**src/rtl/key_phase_scheduler_if.sv**
```systemverilog
// key_phase_scheduler_if: load/clear controls and key presentation outputs of
// the key phase scheduler, grouped so the scheduler and its driver share one bundle.
// The slave modport is the scheduler's view. The master modport is the view of
// whatever drives the key stream.
interface key_phase_scheduler_if #(
  parameter int KEY_W     = 7,
  parameter int NUM_KEYS  = 2,
  parameter int PHASE_LEN = 7
);
  localparam int PERIOD = NUM_KEYS * PHASE_LEN;
  localparam int CW     = (PERIOD > 1) ? $clog2(PERIOD) : 1;
  localparam int SW     = (NUM_KEYS > 1) ? $clog2(NUM_KEYS) : 1;

  logic             i_loadStart;
  logic             i_sdi;
  logic             i_sdiValid;
  logic             i_clearKeys;
  logic [KEY_W-1:0] o_keyOut;
  logic [SW-1:0]    o_keyIdx;
  logic [CW-1:0]    o_cntOut;
  logic             o_armed;
  logic             o_busy;
  logic             o_loadDone;
  logic             o_loadErr;

  modport slave (
    input  i_loadStart, i_sdi, i_sdiValid, i_clearKeys,
    output o_keyOut, o_keyIdx, o_cntOut, o_armed, o_busy, o_loadDone, o_loadErr
  );

  modport master (
    output i_loadStart, i_sdi, i_sdiValid, i_clearKeys,
    input  o_keyOut, o_keyIdx, o_cntOut, o_armed, o_busy, o_loadDone, o_loadErr
  );
endinterface

```
**src/rtl/key_phase_scheduler.sv**
```systemverilog
// key_phase_scheduler: holds NUM_KEYS key words for a time-keyed locked FSM.
// Words are loaded bit-serially into a shadow bank, then copied into the active bank
// only at the phase-counter wrap, so a reload never tears a period.
// Optional macro KEY_PARITY_EN adds a trailing even-parity bit to the stream.
// A bad parity bit pulses o_loadErr and drops the load.
module key_phase_scheduler #(
  parameter int KEY_W     = 7,
  parameter int NUM_KEYS  = 2,
  parameter int PHASE_LEN = 7
) (
  input  logic                   i_clk,
  input  logic                   i_rstN,
  key_phase_scheduler_if.slave   bus
);
  localparam int PERIOD  = NUM_KEYS * PHASE_LEN;
  localparam int CW      = (PERIOD > 1) ? $clog2(PERIOD) : 1;
  localparam int SW      = (NUM_KEYS > 1) ? $clog2(NUM_KEYS) : 1;
  localparam int KEYBITS = NUM_KEYS * KEY_W;
`ifdef KEY_PARITY_EN
  localparam int STREAMBITS = KEYBITS + 1;
`else
  localparam int STREAMBITS = KEYBITS;
`endif
  localparam int BW = (STREAMBITS > 1) ? $clog2(STREAMBITS) : 1;

  typedef enum logic [1:0] {IDLE, SHIFT, PENDING} stateT;

  stateT              r_state;
  stateT              w_nextState;
  logic [CW-1:0]      r_cnt;
  logic [BW-1:0]      r_bitCnt;
  logic [BW-1:0]      w_nextBitCnt;
  logic [KEYBITS-1:0] r_shadow;
  logic [KEY_W-1:0]   r_active [NUM_KEYS];
  logic               r_armed;
  logic               r_loadDone;
  logic               w_cntWrap;
  logic               w_shiftEn;
  logic               w_lastBit;
  logic               w_commit;
  logic [SW-1:0]      w_keyIdx;
`ifdef KEY_PARITY_EN
  logic               r_loadErr;
  logic               w_parityErr;
`endif

  assign w_cntWrap = (r_cnt == CW'(PERIOD - 1));
  assign w_keyIdx  = SW'(r_cnt / CW'(PHASE_LEN));

  assign bus.o_cntOut   = r_cnt;
  assign bus.o_keyIdx   = w_keyIdx;
  assign bus.o_keyOut   = r_armed ? r_active[w_keyIdx] : '0;
  assign bus.o_armed    = r_armed;
  assign bus.o_busy     = (r_state != IDLE);
  assign bus.o_loadDone = r_loadDone;
`ifdef KEY_PARITY_EN
  assign bus.o_loadErr  = r_loadErr;
`else
  assign bus.o_loadErr  = 1'b0;
`endif

  // Free-running phase counter; resets to the last phase so the first edge lands on 0.
  always_ff @(posedge i_clk or negedge i_rstN) begin
    if (!i_rstN) begin
      r_cnt <= CW'(PERIOD - 1);
    end else if (w_cntWrap) begin
      r_cnt <= '0;
    end else begin
      r_cnt <= r_cnt + 1'b1;
    end
  end

  // Load FSM state register.
  always_ff @(posedge i_clk or negedge i_rstN) begin
    if (!i_rstN) begin
      r_state <= IDLE;
    end else begin
      r_state <= w_nextState;
    end
  end

  // Load FSM next state: serial capture, end-of-stream detection and wrap-aligned commit.
  always_comb begin
    w_nextState  = r_state;
    w_nextBitCnt = r_bitCnt;
    w_shiftEn    = 1'b0;
    w_lastBit    = 1'b0;
    w_commit     = 1'b0;
`ifdef KEY_PARITY_EN
    w_parityErr  = 1'b0;
`endif
    case (r_state)
      IDLE: begin
        if (bus.i_loadStart) begin
          w_nextState  = SHIFT;
          w_nextBitCnt = '0;
        end
      end
      SHIFT: begin
        if (bus.i_loadStart) begin
          w_nextBitCnt = '0;
        end else if (bus.i_sdiValid) begin
          w_shiftEn    = (r_bitCnt < BW'(KEYBITS));
          w_nextBitCnt = r_bitCnt + 1'b1;
          if (r_bitCnt == BW'(STREAMBITS - 1)) begin
            w_lastBit    = 1'b1;
            w_nextBitCnt = '0;
            w_nextState  = PENDING;
`ifdef KEY_PARITY_EN
            if (bus.i_sdi != ^r_shadow) begin
              w_parityErr = 1'b1;
              w_nextState = IDLE;
            end
`endif
          end
        end
      end
      PENDING: begin
        if (w_cntWrap) begin
          w_nextState = IDLE;
          w_commit    = !bus.i_clearKeys;
        end
      end
      default: begin
        w_nextState = IDLE;
      end
    endcase
  end

  // Key banks and load status: shadow fills bit by bit; active changes only on commit or clear.
  always_ff @(posedge i_clk or negedge i_rstN) begin
    if (!i_rstN) begin
      r_bitCnt   <= '0;
      r_shadow   <= '0;
      r_armed    <= 1'b0;
      r_loadDone <= 1'b0;
      for (int s = 0; s < NUM_KEYS; s++) begin
        r_active[s] <= '0;
      end
    end else begin
      r_bitCnt   <= w_nextBitCnt;
      r_loadDone <= w_lastBit;
      if (w_shiftEn) begin
        r_shadow[r_bitCnt] <= bus.i_sdi;
      end
      if (bus.i_clearKeys) begin
        r_armed <= 1'b0;
        for (int s = 0; s < NUM_KEYS; s++) begin
          r_active[s] <= '0;
        end
      end else if (w_commit) begin
        r_armed <= 1'b1;
        for (int s = 0; s < NUM_KEYS; s++) begin
          r_active[s] <= r_shadow[s*KEY_W +: KEY_W];
        end
      end
    end
  end

`ifdef KEY_PARITY_EN
  // Parity error pulse, registered alongside the load-done pulse.
  always_ff @(posedge i_clk or negedge i_rstN) begin
    if (!i_rstN) begin
      r_loadErr <= 1'b0;
    end else begin
      r_loadErr <= w_parityErr;
    end
  end
`endif

endmodule

```
**src/flat_wrapper.sv**
```systemverilog
// flat-port wrapper written by rule: the top's interface ports become plain ports
module key_phase_scheduler_flat 
#(
  parameter int KEY_W     = 7,
  parameter int NUM_KEYS  = 2,
  parameter int PHASE_LEN = 7
)
  (i_clk, i_rstN, bus_i_loadStart, bus_i_sdi, bus_i_sdiValid, bus_i_clearKeys, bus_o_keyOut, bus_o_keyIdx, bus_o_cntOut, bus_o_armed, bus_o_busy, bus_o_loadDone, bus_o_loadErr);
  key_phase_scheduler_if #(.KEY_W(KEY_W), .NUM_KEYS(NUM_KEYS), .PHASE_LEN(PHASE_LEN)) bus_i ();
  input  logic i_clk;
  input  logic i_rstN;
  input wire logic [$bits(bus_i.i_loadStart)-1:0] bus_i_loadStart;
  input wire logic [$bits(bus_i.i_sdi)-1:0] bus_i_sdi;
  input wire logic [$bits(bus_i.i_sdiValid)-1:0] bus_i_sdiValid;
  input wire logic [$bits(bus_i.i_clearKeys)-1:0] bus_i_clearKeys;
  output wire logic [$bits(bus_i.o_keyOut)-1:0] bus_o_keyOut;
  output wire logic [$bits(bus_i.o_keyIdx)-1:0] bus_o_keyIdx;
  output wire logic [$bits(bus_i.o_cntOut)-1:0] bus_o_cntOut;
  output wire logic [$bits(bus_i.o_armed)-1:0] bus_o_armed;
  output wire logic [$bits(bus_i.o_busy)-1:0] bus_o_busy;
  output wire logic [$bits(bus_i.o_loadDone)-1:0] bus_o_loadDone;
  output wire logic [$bits(bus_i.o_loadErr)-1:0] bus_o_loadErr;
  assign bus_i.i_loadStart = bus_i_loadStart;
  assign bus_i.i_sdi = bus_i_sdi;
  assign bus_i.i_sdiValid = bus_i_sdiValid;
  assign bus_i.i_clearKeys = bus_i_clearKeys;
  assign bus_o_keyOut = bus_i.o_keyOut;
  assign bus_o_keyIdx = bus_i.o_keyIdx;
  assign bus_o_cntOut = bus_i.o_cntOut;
  assign bus_o_armed = bus_i.o_armed;
  assign bus_o_busy = bus_i.o_busy;
  assign bus_o_loadDone = bus_i.o_loadDone;
  assign bus_o_loadErr = bus_i.o_loadErr;
  key_phase_scheduler #(.KEY_W(KEY_W), .NUM_KEYS(NUM_KEYS), .PHASE_LEN(PHASE_LEN)) u_core (.i_clk(i_clk), .i_rstN(i_rstN), .bus(bus_i));
endmodule
```
**config.mk**
```make
export PLATFORM = sky130hd
export DESIGN_NAME = key_phase_scheduler_flat
export DESIGN_NICKNAME = d
export VERILOG_FILES = /design/src/rtl/key_phase_scheduler_if.sv /design/src/rtl/key_phase_scheduler.sv /design/src/flat_wrapper.sv
export SDC_FILE = /design/constraint.sdc
export NUM_CORES = 1
export LEC_CHECK = 0
export CAP_MARGIN = 20
export CORE_MARGIN = 2
export CORE_UTILIZATION = 45
export CTS_BUF_LIST = sky130_fd_sc_hd__clkbuf_16
export DETAILED_ROUTE_END_ITERATION = 12
export PLACE_DENSITY = 0.66
export SYNTH_ARGS = -nofsm -noshare
export SYNTH_HDL_FRONTEND = slang
export SYNTH_SLANG_ARGS = --single-unit
```
**constraint.sdc**
```tcl
create_clock -name i_clk -period 3.8 [get_ports i_clk]
set_input_delay 0.76 -clock i_clk [delete_from_list [all_inputs] [get_ports i_clk]]
set_output_delay 0.76 -clock i_clk [all_outputs]
set_load 0.05 [all_outputs]
```
-- Word level (Yosys, flattened, before mapping)
Cells that the tools add are included.
- divide/modulo/power cells: 1
- reduce and logical (&&, ||, !) cells: 8
- bitwise operators: 1
- magnitude comparators: 4
- mux-type cells: 32
- $add $sub $neg: 2
- equality and inequality tests: 10
- operator list (cell ; count):
    two-way mux 14 bit ; 2
    two-way mux 7 bit ; 4
    two-way mux 4 bit ; 5
    bitwise mux 14 bit ; 1
    two-way mux 1 bit ; 12
    two-way mux 2 bit ; 5
    adder 4 x 1 -> 4 bit (second input constant) ; 2
    equality test 4 bit (second input constant) ; 2
    case mux 4 bit (2 select lines) ; 1
    != test 2 bit (second input constant) ; 3
    case mux 2 bit (3 select lines) ; 1
    nonzero test 2 bit ; 3
    less-than comparator 4 x 5 -> 1 bit (second input constant) ; 1
    AND reduction 5 bit ; 1
    demux 1 bit (select 4 bit) ; 1
    divider 4 x 3 -> 4 bit (second input constant) ; 1
    >= comparator 4 x 1 -> 1 bit (second input constant) ; 1
    less-than comparator 4 bit (second input constant) ; 1
    != test 2 x 1 -> 1 bit (second input constant) ; 2
    != test 3 bit (second input constant) ; 1
    AND reduction 3 bit ; 1
    equality test 2 x 1 -> 1 bit (second input constant) ; 1
    equality test 2 bit (second input constant) ; 1
    >= comparator 2 bit (second input constant) ; 1
    other kinds (4) ; 4
- register bits: 40
- bits of input ports: 6
- output and inout bits: 16

-- Depth between registers and ports, before layout
- word-level depth: 6
- depth in mapped cells: 6
- mapped depth without buffers: 6

-- Worst setup path before layout
OpenSTA, ideal clock, no wires.
- kind: reg2out
- from: reg u_core.r_cnt[1], in the netlist u_core.bus.o_cntOut[1]
- to: out bus_o_keyOut[0]
- data required time: 3.040 ns
- data arrival time: 2.711 ns
- slack: 0.329 ns
- stages on the path, launching flop included: 7
- cells stage by stage: dfrtp_1 ha_1 ha_1 a21boi_0 o21bai_1 a21oi_2 mux2i_1
- cells in the longest elaborated chain, start to end: 6
- RTL lines (what ; line ; source):
    start: declaration ; key_phase_scheduler.sv:30 ; logic [CW-1:0] r_cnt;
    start signal: assignment ; key_phase_scheduler.sv:65 ; r_cnt <= CW'(PERIOD - 1);
    start signal: assignment ; key_phase_scheduler.sv:69 ; r_cnt <= r_cnt + 1'b1;
    divider 4 x 3 -> 4 bit ; key_phase_scheduler.sv:48 ; assign w_keyIdx = SW'(r_cnt / CW'(PHASE_LEN));
    inverter 1 -> 2 bit (implied by the code) ; key_phase_scheduler.sv:52 ; assign bus.o_keyOut = r_armed ? r_active[w_keyIdx] : '0;
    two-way mux 7 bit (implied by the code) (3 in series) ; key_phase_scheduler.sv:52 ;
    two-way mux 7 bit ; key_phase_scheduler.sv:52 ;
    end: declaration ; flat_wrapper.sv:16 ; output wire logic [$bits(bus_i.o_keyOut)-1:0] bus_o_keyOut;
Every way passes these cells. The select of a mux whose other input is x is not followed.

-- Final worst setup path
- from: reg u_core.r_cnt[2], in the netlist u_core.bus.o_cntOut[2]
- to: out bus_o_keyIdx
- cells in the longest elaborated chain, start to end: 1
- RTL lines (what ; line ; source):
    divider 4 x 3 -> 4 bit ; key_phase_scheduler.sv:48 ;
    end: declaration ; flat_wrapper.sv:17 ; output wire logic [$bits(bus_i.o_keyIdx)-1:0] bus_o_keyIdx;
Every way passes these cells.

==> summary.md <==
The flow ran to the end, and the final reports show no timing, DRC or antenna violations. Summed over all cells, the static leakage comes to 1.04 nW. For the pin with the worst max-slew slack, the measured transition is 0.876 ns.

Among all flip-flop cells after synthesis, the most frequent one is dfrtp_1. After detailed placement, the total cell area comes to 2160 um2. The leading cell type by number of instances after synthesis was dfrtp_1.

The number of antenna violations at the first check in global routing is 0, and the maximum clock frequency is 296 MHz. The tools report the number of fill cells as 381. STA classifies the critical path endpoint as an output pin.

Setup violations remaining at the end of the flow were counted as 0. In the routed design, unresolved DRC markers number 0. In this run the deepest clock path goes through 2 buffers. Fraction of synthesis flops using an asynchronous set or reset pin: 100%. STA classifies the critical path startpoint as a flop.

The floorplan step defined a core boundary enclosing 4290 um2. The clock tree synthesis step divided the H-tree into 2 levels. Master of the slowest instance on the critical path: clkdlybuf4s50_1. The worst path needs 3.38 ns of the cycle, external delays included. The run gives 896 um2 as the area used by multi-input combinational logic. The critical path arrival is 2.62 ns. The tools report the library cell used as clock root buffer as clkbuf_16. Most frequent cell on the critical path: ha_1.

In this run the tool buffered the top-level ports with 20 buffer cells. The detail-routed net length per standard cell works out to 14.3 um. Buffers inserted to repair hold after CTS numbered 0. The maximum clock skew at final layout came out at 0.00424 ns.

The number of hold violations in the final report was 0; the headroom to the max-slew limit was 41.6%. After global routing the overflow that remains totals 0. Using the TritonRoute via totals, the vias-per-cell ratio works out to 5.22.

The run gives 46.1% as the initial cell density of the core. The tools report the total area of sequential cells as 1000 um2. The first global-routing pass estimated 6.40 mm of wire.

Measured along the y axis, the die boundary spans 70.3 um. The logs give 0 ns for the setup TNS and 5 for the number of clock buffers inserted by TritonCTS. Placement row count: 24.

The post-route netlist has 19.4% of its cells at a drive strength greater than 1. The post-CTS setup repair buffer count came out at 0. VDD sags by at most 0.000221 V. The clock slew seen by the registers of the worst setup and hold paths came out at 0.06 ns.

The tools report the number of maximum-capacitance constraint violations as 0. The routed design has 3.69 mm of wire. Yosys mapped a number of flops with a built-in enable equal to 0. The largest total area in the synthesized netlist belongs to dfrtp_1. The horizontal die dimension is 70.3 um, and the total power per unit cell area is 387 nW/um2. The fraction of synthesized cell area taken by the top area cell type is 46.7%, and the largest net degree at the start of global routing is 41. Number of design-rule violations left by the first detailed-router iteration: 105. Of all nets on the critical path, the largest fanout is 8.

The number of antenna diodes in the final layout is 0. 22 I/O pins were placed. Setup repair after global routing left no endpoint under its margin. After synthesis, flip-flops and latches occupy 50.7% of the total area. Synthesis handed over a netlist of 186 instances. The Yosys step of the flow raised 0 warnings. The finished layout cell area was 2300 um2; the mean cell area of the mapped netlist was 10.6 um2.

Max-slew violation count: 0. The critical path required time was 3.04 ns. In the post-synthesis netlist, the biggest area contributors are dfrtp_1 47%, mux2i_1 11%, mux2_2 8.0%, nand2_1 5.7%, nor2_1 4.2%. The largest single stage delay on the critical path is 0.69 ns. Counting every net in the synthesized netlist gives 194.

TritonCTS built the clock tree. In the global route stage, overall resource usage came out at 16.5%. Clock latency on the worst-skew pair, taken at its later pin, is 0.28 ns.

The number of nets still failing antenna checks after routing was 0; the total of flip-flops plus latches after synthesis was 40. Clock tree synthesis found a total of 40 sinks. The run gives 1328 as the via count of the first global-routing pass.

Detailed placement finished with a half-perimeter wire length of 2.61 mm. At the end of routability-driven placement, the weighted congestion stood at 0.729. The area of the die was 4950 um2. The worst path uses 89.0% of the clock period. The run gives 1348 as the total via count after detailed routing.

The path class of the tightest hold or removal check is flop to flop. Relative to the synthesized area, the layout overhead comes to 16.3%. The critical path goes through ha_1 -> ha_1 -> a21boi_0 -> o21bai_1 -> a21oi_2 -> buf_4 -> inv_1 -> clkdlybuf4s50_1.

The synthesized netlist contains 37 unique library cells. For this run, the detailed router's first-pass iteration total came to 4. Counting instances in the post-synthesis netlist gives the leading cell types as 37 x dfrtp_1, 30 x nand2_1, 22 x mux2i_1, 22 x nor2_1, 14 x mux2_2. Gates resized during post-CTS repair numbered 0. After synthesis the cells add up to 1980 um2. The net count of the finished layout is 213. The critical path is of the flop to output pin type.
[power breakdown]
part	internal [mW]	switching (mW)
logic	0.0192	0.0253
clock network	0.239	0.155
registers	0.441	0.0122
[placed cells by master, fill, tap and decap left out, types with 3 or more instances in the layout]
cell             synthesis  layout
a21oi_1                  6       6
buf_4                    1       8
clkbuf_16                0       5
clkdlybuf4s50_1          0      12
dfrtp_1                 37      37
dfstp_2                  3       3
inv_1                    3       5
mux2_2                  14      14
mux2i_1                 22      22
nand2_1                 30      30
nor2_1                  22      22
nor2b_1                  4       4
nor3_1                   3       3
o21ai_0                  6       6
or2_2                    3       3
[registers in the layout, indices dropped and copies added (netlist names)]
| register | cells |
|---|---|
| u_core.bus.o_armed | 1 |
| u_core.bus.o_cntOut | 4 |
| u_core.bus.o_loadDone | 1 |
| u_core.r_active | 14 |
| u_core.r_bitCnt | 4 |
| u_core.r_shadow | 14 |
| u_core.r_state | 2 |
[metrics by stage]
step	cells	total power, mW	util, %	worst slack, ns	hold slack, ns
after floorplan	186	0.483	-	0.329	0.464
after global placement	250	0.504	50.3	0.813	0.474
after detailed placement	250	0.506	50.3	0.736	0.490
after CTS	258	0.908	53.6	0.418	0.504
after global routing	258	0.932	53.6	0.242	0.514
final	258	0.892	53.6	0.419	0.506
[worst max-delay path, delay by kind of cell (launching register included)]
kind | cells | cell delay (ns)
AOI/OAI and AO/OA | 3 | 0.45
adders and majority gates | 2 | 0.37
buffers and inverters | 3 | 0.93
DFF | 1 | 0.58
[kinds of logic (layout without fill, tap and decap cells)]
kind of cell               after synthesis  in the layout  synth area share (%)
other                                    1              1                 0.189
muxes                                   37             37                  19.8
xor gates and xnor gates                 1              1                 0.442
DFF                                     40             40                  50.7
AOI/OAI and AO/OA                       17             17                  5.05
and+or+nand+nor                         76             76                  18.4
buffers and inverters                   12             32                  4.04
adders and majority gates                2              2                  1.26
[area by class of cell]
class | instances | share of cell area (%)
clock buffers | 5 | 5.43
clock inverters | 3 | 0.706
inverters | 3 | 0.489
multi-input cells | 134 | 38.9
flip-flops and latches | 40 | 43.6
well taps | 52 | 2.82
repair buffers | 21 | 8.04
[final timing paths]
check	to	from	cells past startpoint	slack, ns
setup / recovery	bus_o_keyIdx	u_core.bus.o_cntOut[2]	8	0.42
hold / removal	u_core.bus.o_cntOut[0]	u_core.bus.o_cntOut[0]	1	0.51
setup reg to reg	u_core.r_active[2]	u_core.bus.o_cntOut[0]	4	1.65
hold reg to reg	u_core.bus.o_cntOut[0]	u_core.bus.o_cntOut[0]	1	0.51
max in group asynchronous	u_core.r_active[3]	i_rstN	1	2.65
min in group asynchronous	u_core.bus.o_loadDone	i_rstN	1	0.60
[routing by layer]
layer | up-vias | track usage [%] | share of wire [%] | wire length [um]
li1 | 677 | - | - | -
met1 | 644 | 23.4 | 50 | 1860
met2 | 23 | 24.1 | 45 | 1660
met3 | 4 | 4.91 | 3.9 | 143
met4 | 0 | 5.13 | 0.73 | 27
met5 | - | 0 | 0 | 0
(Power assumes the default switching activity.)
